$ cat config.mk
export PLATFORM = sky130hd
export DESIGN_NAME = clause_scanner
export DESIGN_NICKNAME = d
export VERILOG_FILES = /design/src/rtl/sat_pkg.sv /design/src/rtl/clause_eval.sv /design/src/rtl/clause_scanner.sv
export SDC_FILE = /design/constraint.sdc
export NUM_CORES = 1
export LEC_CHECK = 0
export ABC_CLOCK_PERIOD_IN_PS = 6750
export CORE_ASPECT_RATIO = 1.4
export CORE_MARGIN = 2
export CORE_UTILIZATION = 55
export DETAILED_ROUTE_END_ITERATION = 12
export PLACE_DENSITY_LB_ADDON = 0.1
export SYNTH_ARGS = -nofsm -noshare
export SYNTH_HDL_FRONTEND = slang
export SYNTH_HIERARCHICAL = 1
export SYNTH_SLANG_ARGS = --single-unit
$ cat constraint.sdc
create_clock -name clk_i -period 6.75 [get_ports clk_i]
set_clock_uncertainty 0.1 [all_clocks]
set_input_delay 0.675 -clock clk_i [delete_from_list [all_inputs] [get_ports clk_i]]
set_output_delay 0.675 -clock clk_i [all_outputs]
set_load 0.02 [all_outputs]
$ cat src/rtl/sat_pkg.sv
// Shared literal layout and scanner state encoding for the SAT clause pipeline.
package sat_pkg;

    localparam int unsigned LIT_WIDTH   = 12;
    localparam int unsigned NUM_LITS    = 3;
    localparam int unsigned LIT_NEG_BIT = 11;
    localparam int unsigned LIT_IDX_MSB = 10;
    localparam int unsigned LIT_IDX_LSB = 0;
    localparam int unsigned IDX_WIDTH   = LIT_IDX_MSB - LIT_IDX_LSB + 1;

    typedef enum logic [1:0] {
        IDLE,
        SCAN,
        DRAIN,
        FINISH
    } scan_state_e;

endpackage

$ cat src/rtl/clause_eval.sv
// Combinational evaluation of one clause against the per-literal variable values.
module clause_eval #(
    parameter int unsigned NUM_LITS  = 3,
    parameter int unsigned LIT_WIDTH = 12
) (
    input  logic [NUM_LITS*LIT_WIDTH-1:0]     clause_i,
    input  logic [NUM_LITS-1:0]               var_val_i,
    output logic [NUM_LITS*(LIT_WIDTH-1)-1:0] var_idx_o,
    output logic                              unsat_o
);
    import sat_pkg::*;

    logic [NUM_LITS-1:0] lit_true;

    // An index of zero marks an empty slot, which can never satisfy the clause.
    always_comb begin
        lit_true  = '0;
        var_idx_o = '0;
        for (int unsigned l = 0; l < NUM_LITS; l++) begin
            var_idx_o[l*IDX_WIDTH +: IDX_WIDTH] = clause_i[l*LIT_WIDTH + LIT_IDX_LSB +: IDX_WIDTH];
            lit_true[l] = (clause_i[l*LIT_WIDTH + LIT_IDX_LSB +: IDX_WIDTH] != '0) &&
                          (var_val_i[l] ^ clause_i[l*LIT_WIDTH + LIT_NEG_BIT]);
        end
    end

    assign unsat_o = ~|lit_true;

endmodule

$ cat src/rtl/clause_scanner.sv
// Sweeps the clause memory once per start, counting unsatisfied clauses and capturing
// the first one found in rotated scan order for the flip-selection stage.
module clause_scanner #(
    parameter  int unsigned CLAUSE_WIDTH = 36,
    parameter  int unsigned CLAUSE_DEPTH = 2048,
    parameter  int unsigned NUM_LITS     = 3,
    parameter  int unsigned LIT_WIDTH    = 12,
    localparam int unsigned AW           = $clog2(CLAUSE_DEPTH)
) (
    input  logic                              clk_i,
    input  logic                              rst_i,
    input  logic                              start_i,
    input  logic [AW:0]                       num_clauses_i,
    input  logic [AW-1:0]                     start_offset_i,
    output logic [AW-1:0]                     clause_address_o,
    input  logic [CLAUSE_WIDTH-1:0]           clause_i,
    output logic [NUM_LITS*(LIT_WIDTH-1)-1:0] var_addr_o,
    input  logic [NUM_LITS-1:0]               var_val_i,
    output logic                              busy_o,
    output logic                              done_o,
    output logic                              sat_o,
    output logic [AW:0]                       unsat_count_o,
    output logic                              sel_valid_o,
    output logic [AW-1:0]                     sel_addr_o,
    output logic [CLAUSE_WIDTH-1:0]           sel_clause_o
);
    import sat_pkg::*;

    if (CLAUSE_WIDTH != NUM_LITS * LIT_WIDTH) begin : g_width_check
        $error("clause_scanner: CLAUSE_WIDTH must equal NUM_LITS*LIT_WIDTH");
    end

    scan_state_e                       state_q;
    logic [AW:0]                       n_q;
    logic [AW:0]                       issued_q;
    logic [AW:0]                       unsat_cnt_q;
    logic [AW:0]                       unsat_cnt_d;
    logic [AW-1:0]                     addr_q;
    logic [AW-1:0]                     s1_addr_q;
    logic [AW-1:0]                     sel_addr_q;
    logic [CLAUSE_WIDTH-1:0]           s1_clause_q;
    logic [CLAUSE_WIDTH-1:0]           sel_clause_q;
    logic                              s1_valid_q;
    logic                              busy_q;
    logic                              done_q;
    logic                              sat_q;
    logic                              sel_valid_q;
    logic [NUM_LITS*(LIT_WIDTH-1)-1:0] lit_idx;
    logic                              s1_unsat;
    logic [AW-1:0]                     base;
    logic                              addr_wrap;

    clause_eval #(
        .NUM_LITS  (NUM_LITS),
        .LIT_WIDTH (LIT_WIDTH)
    ) u_eval (
        .clause_i  (s1_clause_q),
        .var_val_i (var_val_i),
        .var_idx_o (lit_idx),
        .unsat_o   (s1_unsat)
    );

    // An out-of-range offset restarts the sweep at 0; the sweep wraps at N, not at depth.
    assign base      = ({1'b0, start_offset_i} >= num_clauses_i) ? '0 : start_offset_i;
    assign addr_wrap = ({1'b0, addr_q} == n_q - 1'b1);

    always_comb begin
        unsat_cnt_d = unsat_cnt_q;
        if (s1_valid_q && s1_unsat && (unsat_cnt_q < (AW+1)'(CLAUSE_DEPTH))) begin
            unsat_cnt_d = unsat_cnt_q + 1'b1;
        end
    end

    always_ff @(posedge clk_i) begin
        if (rst_i) begin
            state_q      <= IDLE;
            n_q          <= '0;
            issued_q     <= '0;
            unsat_cnt_q  <= '0;
            addr_q       <= '0;
            s1_addr_q    <= '0;
            s1_clause_q  <= '0;
            s1_valid_q   <= 1'b0;
            sel_addr_q   <= '0;
            sel_clause_q <= '0;
            sel_valid_q  <= 1'b0;
            busy_q       <= 1'b0;
            done_q       <= 1'b0;
            sat_q        <= 1'b1;
        end else begin
            done_q      <= 1'b0;
            s1_valid_q  <= 1'b0;
            unsat_cnt_q <= unsat_cnt_d;
            if (s1_valid_q && s1_unsat && !sel_valid_q) begin
                sel_valid_q  <= 1'b1;
                sel_addr_q   <= s1_addr_q;
                sel_clause_q <= s1_clause_q;
            end
            case (state_q)
                IDLE: begin
                    if (start_i) begin
                        n_q         <= num_clauses_i;
                        issued_q    <= '0;
                        unsat_cnt_q <= '0;
                        sel_valid_q <= 1'b0;
                        sat_q       <= 1'b1;
                        busy_q      <= 1'b1;
                        if (num_clauses_i == '0) begin
                            state_q <= FINISH;
                            done_q  <= 1'b1;
                        end else begin
                            state_q <= SCAN;
                            addr_q  <= base;
                        end
                    end
                end
                SCAN: begin
                    s1_valid_q  <= 1'b1;
                    s1_addr_q   <= addr_q;
                    s1_clause_q <= clause_i;
                    addr_q      <= addr_wrap ? '0 : addr_q + 1'b1;
                    issued_q    <= issued_q + 1'b1;
                    if (issued_q == n_q - 1'b1) begin
                        state_q <= DRAIN;
                    end
                end
                DRAIN: begin
                    // The last clause is evaluated this cycle, so use the updated count.
                    state_q <= FINISH;
                    done_q  <= 1'b1;
                    sat_q   <= (unsat_cnt_d == '0);
                end
                FINISH: begin
                    state_q <= IDLE;
                    busy_q  <= 1'b0;
                end
                default: state_q <= IDLE;
            endcase
        end
    end

    assign clause_address_o = addr_q;
    assign var_addr_o       = s1_valid_q ? lit_idx : '0;
    assign busy_o           = busy_q;
    assign done_o           = done_q;
    assign sat_o            = sat_q;
    assign unsat_count_o    = unsat_cnt_q;
    assign sel_valid_o      = sel_valid_q;
    assign sel_addr_o       = sel_addr_q;
    assign sel_clause_o     = sel_clause_q;

endmodule
==> results.yml <==
sta:
  tightestPinTransition_ps: 1159
  finalSetupTns_ps: 0
  timing.final.setup_violations: 0
  final.period_utilization_pct: 49.54
  timing.slew.headroom_pct: 22.57
  hold_violations: 0
  clock.fmax_mhz: 299.1
  max_slew_violation_total_from_the_final_report: 0
  final_period_minus_worst_setup_slack_ps: 3344
  grt_setup_unrepaired: "false"
power:
  worst_ir_drop_vdd_v: 0.0001897
  net-switching-power_uw: 1079
  power-per-cell-area_nw_per_um2: 315.8
  power.switching_fraction_pct: 36.05
  internal_power_uw: 1914
  share_seq_of_total_power_pct: 37.7
  p_clk_share_pct: 30.2
  p_leak_uw: 0.003412
  share_of_power_burned_in_combinational_logic_pct: 32.1
  report.power.total_uw: 2993
drt:
  vias_per_cell: 5.511
  drc_marker_count_from_the_first_detailed_route_iteration: 296
  routed_wire_length_per_instance_um: 16.18
  routed_wl_mm: 19.38
  final_antenna_net_count: 0
  routed-via-count: 6602
  drt_first_pass_iters: 5
  remaining_design_rule_violation_count: 0
floorplanning:
  placeable_core_region_um2: 13260
  ioPinCount: 172
  die_area_um2: 14470
  die_h_um: 141.5
  placementRows: 50
  initial_core_util_pct: 56.04
  floorplan.die.width_um: 102.2
clock_tree:
  clock_tree.root_cell: "sky130_fd_sc_hd__clkbuf_16"
  cts_htree_levels: 4
  cts_resized: 0
  cts-root-to-sink-buffers: 2
  ctsHoldBuffers: 0
  clock_buffers_created_by_tritoncts: 17
  cts_sinks: 148
  postCtsSetupRepairBufs: 0
  insertion_delay_ps: 410
  clk_pin_slew_worst_paths_ps: 70
  cts_tree: "built"
synth:
  synth_top_area_cell: "sky130_fd_sc_hd__dfxtp_1"
  ys_top_cells_by_count: "sky130_fd_sc_hd__dfxtp_1, sky130_fd_sc_hd__nand2_1, sky130_fd_sc_hd__nor2_1, sky130_fd_sc_hd__a21oi_1, sky130_fd_sc_hd__mux2i_1"
  yosys.cell_types.count: 64
  ys_async_sr_fraction_pct: 0
  synthFlopType: "sky130_fd_sc_hd__dfxtp_1"
  ys.warnings.count: 6
  synth_nets: 985
  syn_area_um2: 7432
  synth_cells: 901
  synth_sequential_area_ratio_pct: 39.87
  synthMostInstantiatedCell: "sky130_fd_sc_hd__dfxtp_1"
  synth_edf_count: 0
  synth.avg_cell_area_um2: 8.249
  netlist_top_cells_area: "sky130_fd_sc_hd__dfxtp_1, sky130_fd_sc_hd__nand2_1, sky130_fd_sc_hd__mux2i_1"
  yosysTopAreaCellShare_pct: 39.87
  postSynthRegisterBits: 148
outcome:
  result_of_the_run: "finished clean"
grt:
  grt_antenna_before_repair: 0
  grt_first_pass_wirelength_mm: 31.09
  globalRouteOverflowTotal: 0
  track_usage_pct: 27.24
  grt_max_degree: 83
  number_of_global_route_vias_before_repair: 6229
placement:
  hpwlAfterDp_mm: 13.47
  io_buffers: 171
  finalWeightedCongestion: 0.8735
worst_setup_path:
  critical-path-top-delay-family: "compound AO/OA/AOI/OAI gates"
  timing_worst_setup_path_type: "flop to flop"
  worstPathRequired_ps: 6990
  critical_path_arrival_ps: 3580
  worstPathCellList: "inv_1 > ha_1 > or3b_2 > nor3_1 > xnor3_1 > and4_1 > a31oi_2 > o21bai_2 > o22ai_1"
  critPathMaxStageDelay_ps: 590
  cp.buffers_inverters: 1
  worst_setup_path_end_kind: "flop"
  cpMaxStageDelayCell: "sky130_fd_sc_hd__a31oi_2"
  critical_path_peak_fanout: 11
  worstSetupStartpointType: "flop"
hold_path:
  class_of_the_most_critical_hold_timing_path: "flop to flop"
finish:
  layout-drive-gt1-share_pct: 5.512
  insertedDiodeCount: 0
  final_net_count: 1088
  num-fill-cells: 1097
  area_growth_pct: 27.53
run:
  max-cap-violations: 0
[cells by family after synthesis]
| kind of cell | after synthesis | share of synthesized area [%] |
|---|---|---|
| fa+ha+maj | 19 | 3.199 |
| simple gates | 372 | 23.28 |
| flops | 148 | 39.87 |
| mux | 52 | 7.020 |
| buf+inv | 111 | 7.744 |
| xor+xnor | 47 | 6.111 |
| compound gates | 152 | 12.78 |
[placed cells by master (no fill, tap or decap), drive strengths merged, types with 3 or more instances in the layout]
cell type / netlist / layout
or2: 5 / 5
nor2: 103 / 103
clkinvlp: 0 / 3
mux2i: 51 / 51
clkbuf: 40 / 18
xnor2: 26 / 26
nand3: 13 / 13
dfxtp: 148 / 148
a221oi: 4 / 4
nor2b: 4 / 4
and2: 36 / 36
a211oi: 4 / 4
o21a: 5 / 5
o22ai: 10 / 10
or3: 3 / 3
nand4: 9 / 9
a22oi: 9 / 9
clkdlybuf4s50: 0 / 170
nand2b: 6 / 6
o21ai: 17 / 17
inv: 22 / 25
xor2: 18 / 18
or4: 3 / 3
nand2: 146 / 146
buf: 49 / 3
ha: 19 / 19
clkinv: 0 / 6
and3: 4 / 4
nor3: 17 / 17
nor4: 12 / 12
a31oi: 8 / 8
a21oi: 75 / 75
[tightest hold or removal path: stages, from the launching register on]
cell                      delay [ps]
sky130_fd_sc_hd__dfxtp_1         300
sky130_fd_sc_hd__nand2_1          50
sky130_fd_sc_hd__a21oi_1          50
[sequential cells by signal (all words and copies together), names as in the netlist]
| signal | flops |
|---|---|
| state_q | 2 |
| sel_clause_o | 36 |
| sel_valid_o | 1 |
| s1_valid_q | 1 |
| sat_o | 1 |
| n_q | 12 |
| s1_addr_q | 11 |
| s1_clause_q | 36 |
| unsat_count_o | 12 |
| done_o | 1 |
| clause_address_o | 11 |
| sel_addr_o | 11 |
| issued_q | 12 |
| busy_o | 1 |
[per-stage QoR]
stage | hold slack, ps | util [%] | instance area (um^2) | worst slack [ps] | instances
detailed placement | 346.2 | 67.19 | 8911 | 3067 | 1167
global placement | 340.0 | 67.19 | 8911 | 3076 | 1167
global route | 370.1 | 71.46 | 9478 | 3245 | 1198
CTS | 352.3 | 71.46 | 9478 | 3444 | 1198
finish | 349.9 | 71.46 | 9478 | 3406 | 1198
floorplan | 331.2 | - | 7432 | 3818 | 901
[area by class of cell]
type / instances / area, um^2 / share of cell area [%]
Clock buffer: 18 / 439.2 / 4.634
Clock inverter: 13 / 127.6 / 1.347
Inverter: 22 / 82.58 / 0.8713
Multi-Input combinational cell: 642 / 3914 / 41.29
Sequential cell: 148 / 2963 / 31.26
Tap cell: 182 / 227.7 / 2.403
Timing Repair Buffer: 173 / 1724 / 18.19
[metal layers]
metal | vias up | track usage [%] | routed length (um)
met1 | 3118 | 32.48 | 7863
met4 | 0 | 10.81 | 502
met2 | 215 | 45.26 | 9645
met3 | 36 | 8.522 | 1372
met5 | - | 0 | 0
li1 | 3233 | - | -
[final timing paths]
kind	end	startpoint	cells after the start	slack, ps
setup / recovery	clause_address_o[5]	n_q[0]	9	3410
hold / removal	sel_addr_o[10]	s1_addr_q[10]	2	350
setup reg to reg	clause_address_o[5]	n_q[0]	9	3410
hold reg to reg	sel_addr_o[10]	s1_addr_q[10]	2	350
[power by group through the flow]
stage          registers [uW]  clock network (uW)  logic (uW)
2_1_floorplan            1110                   0         750
3_3_place_gp             1140                   0         947
3_5_place_dp             1140                   0         957
4_1_cts                  1130                 916         961
5_1_grt                  1140                 961        1050
6_report                 1130                 903         962
Power figures use the tool's default switching activity.
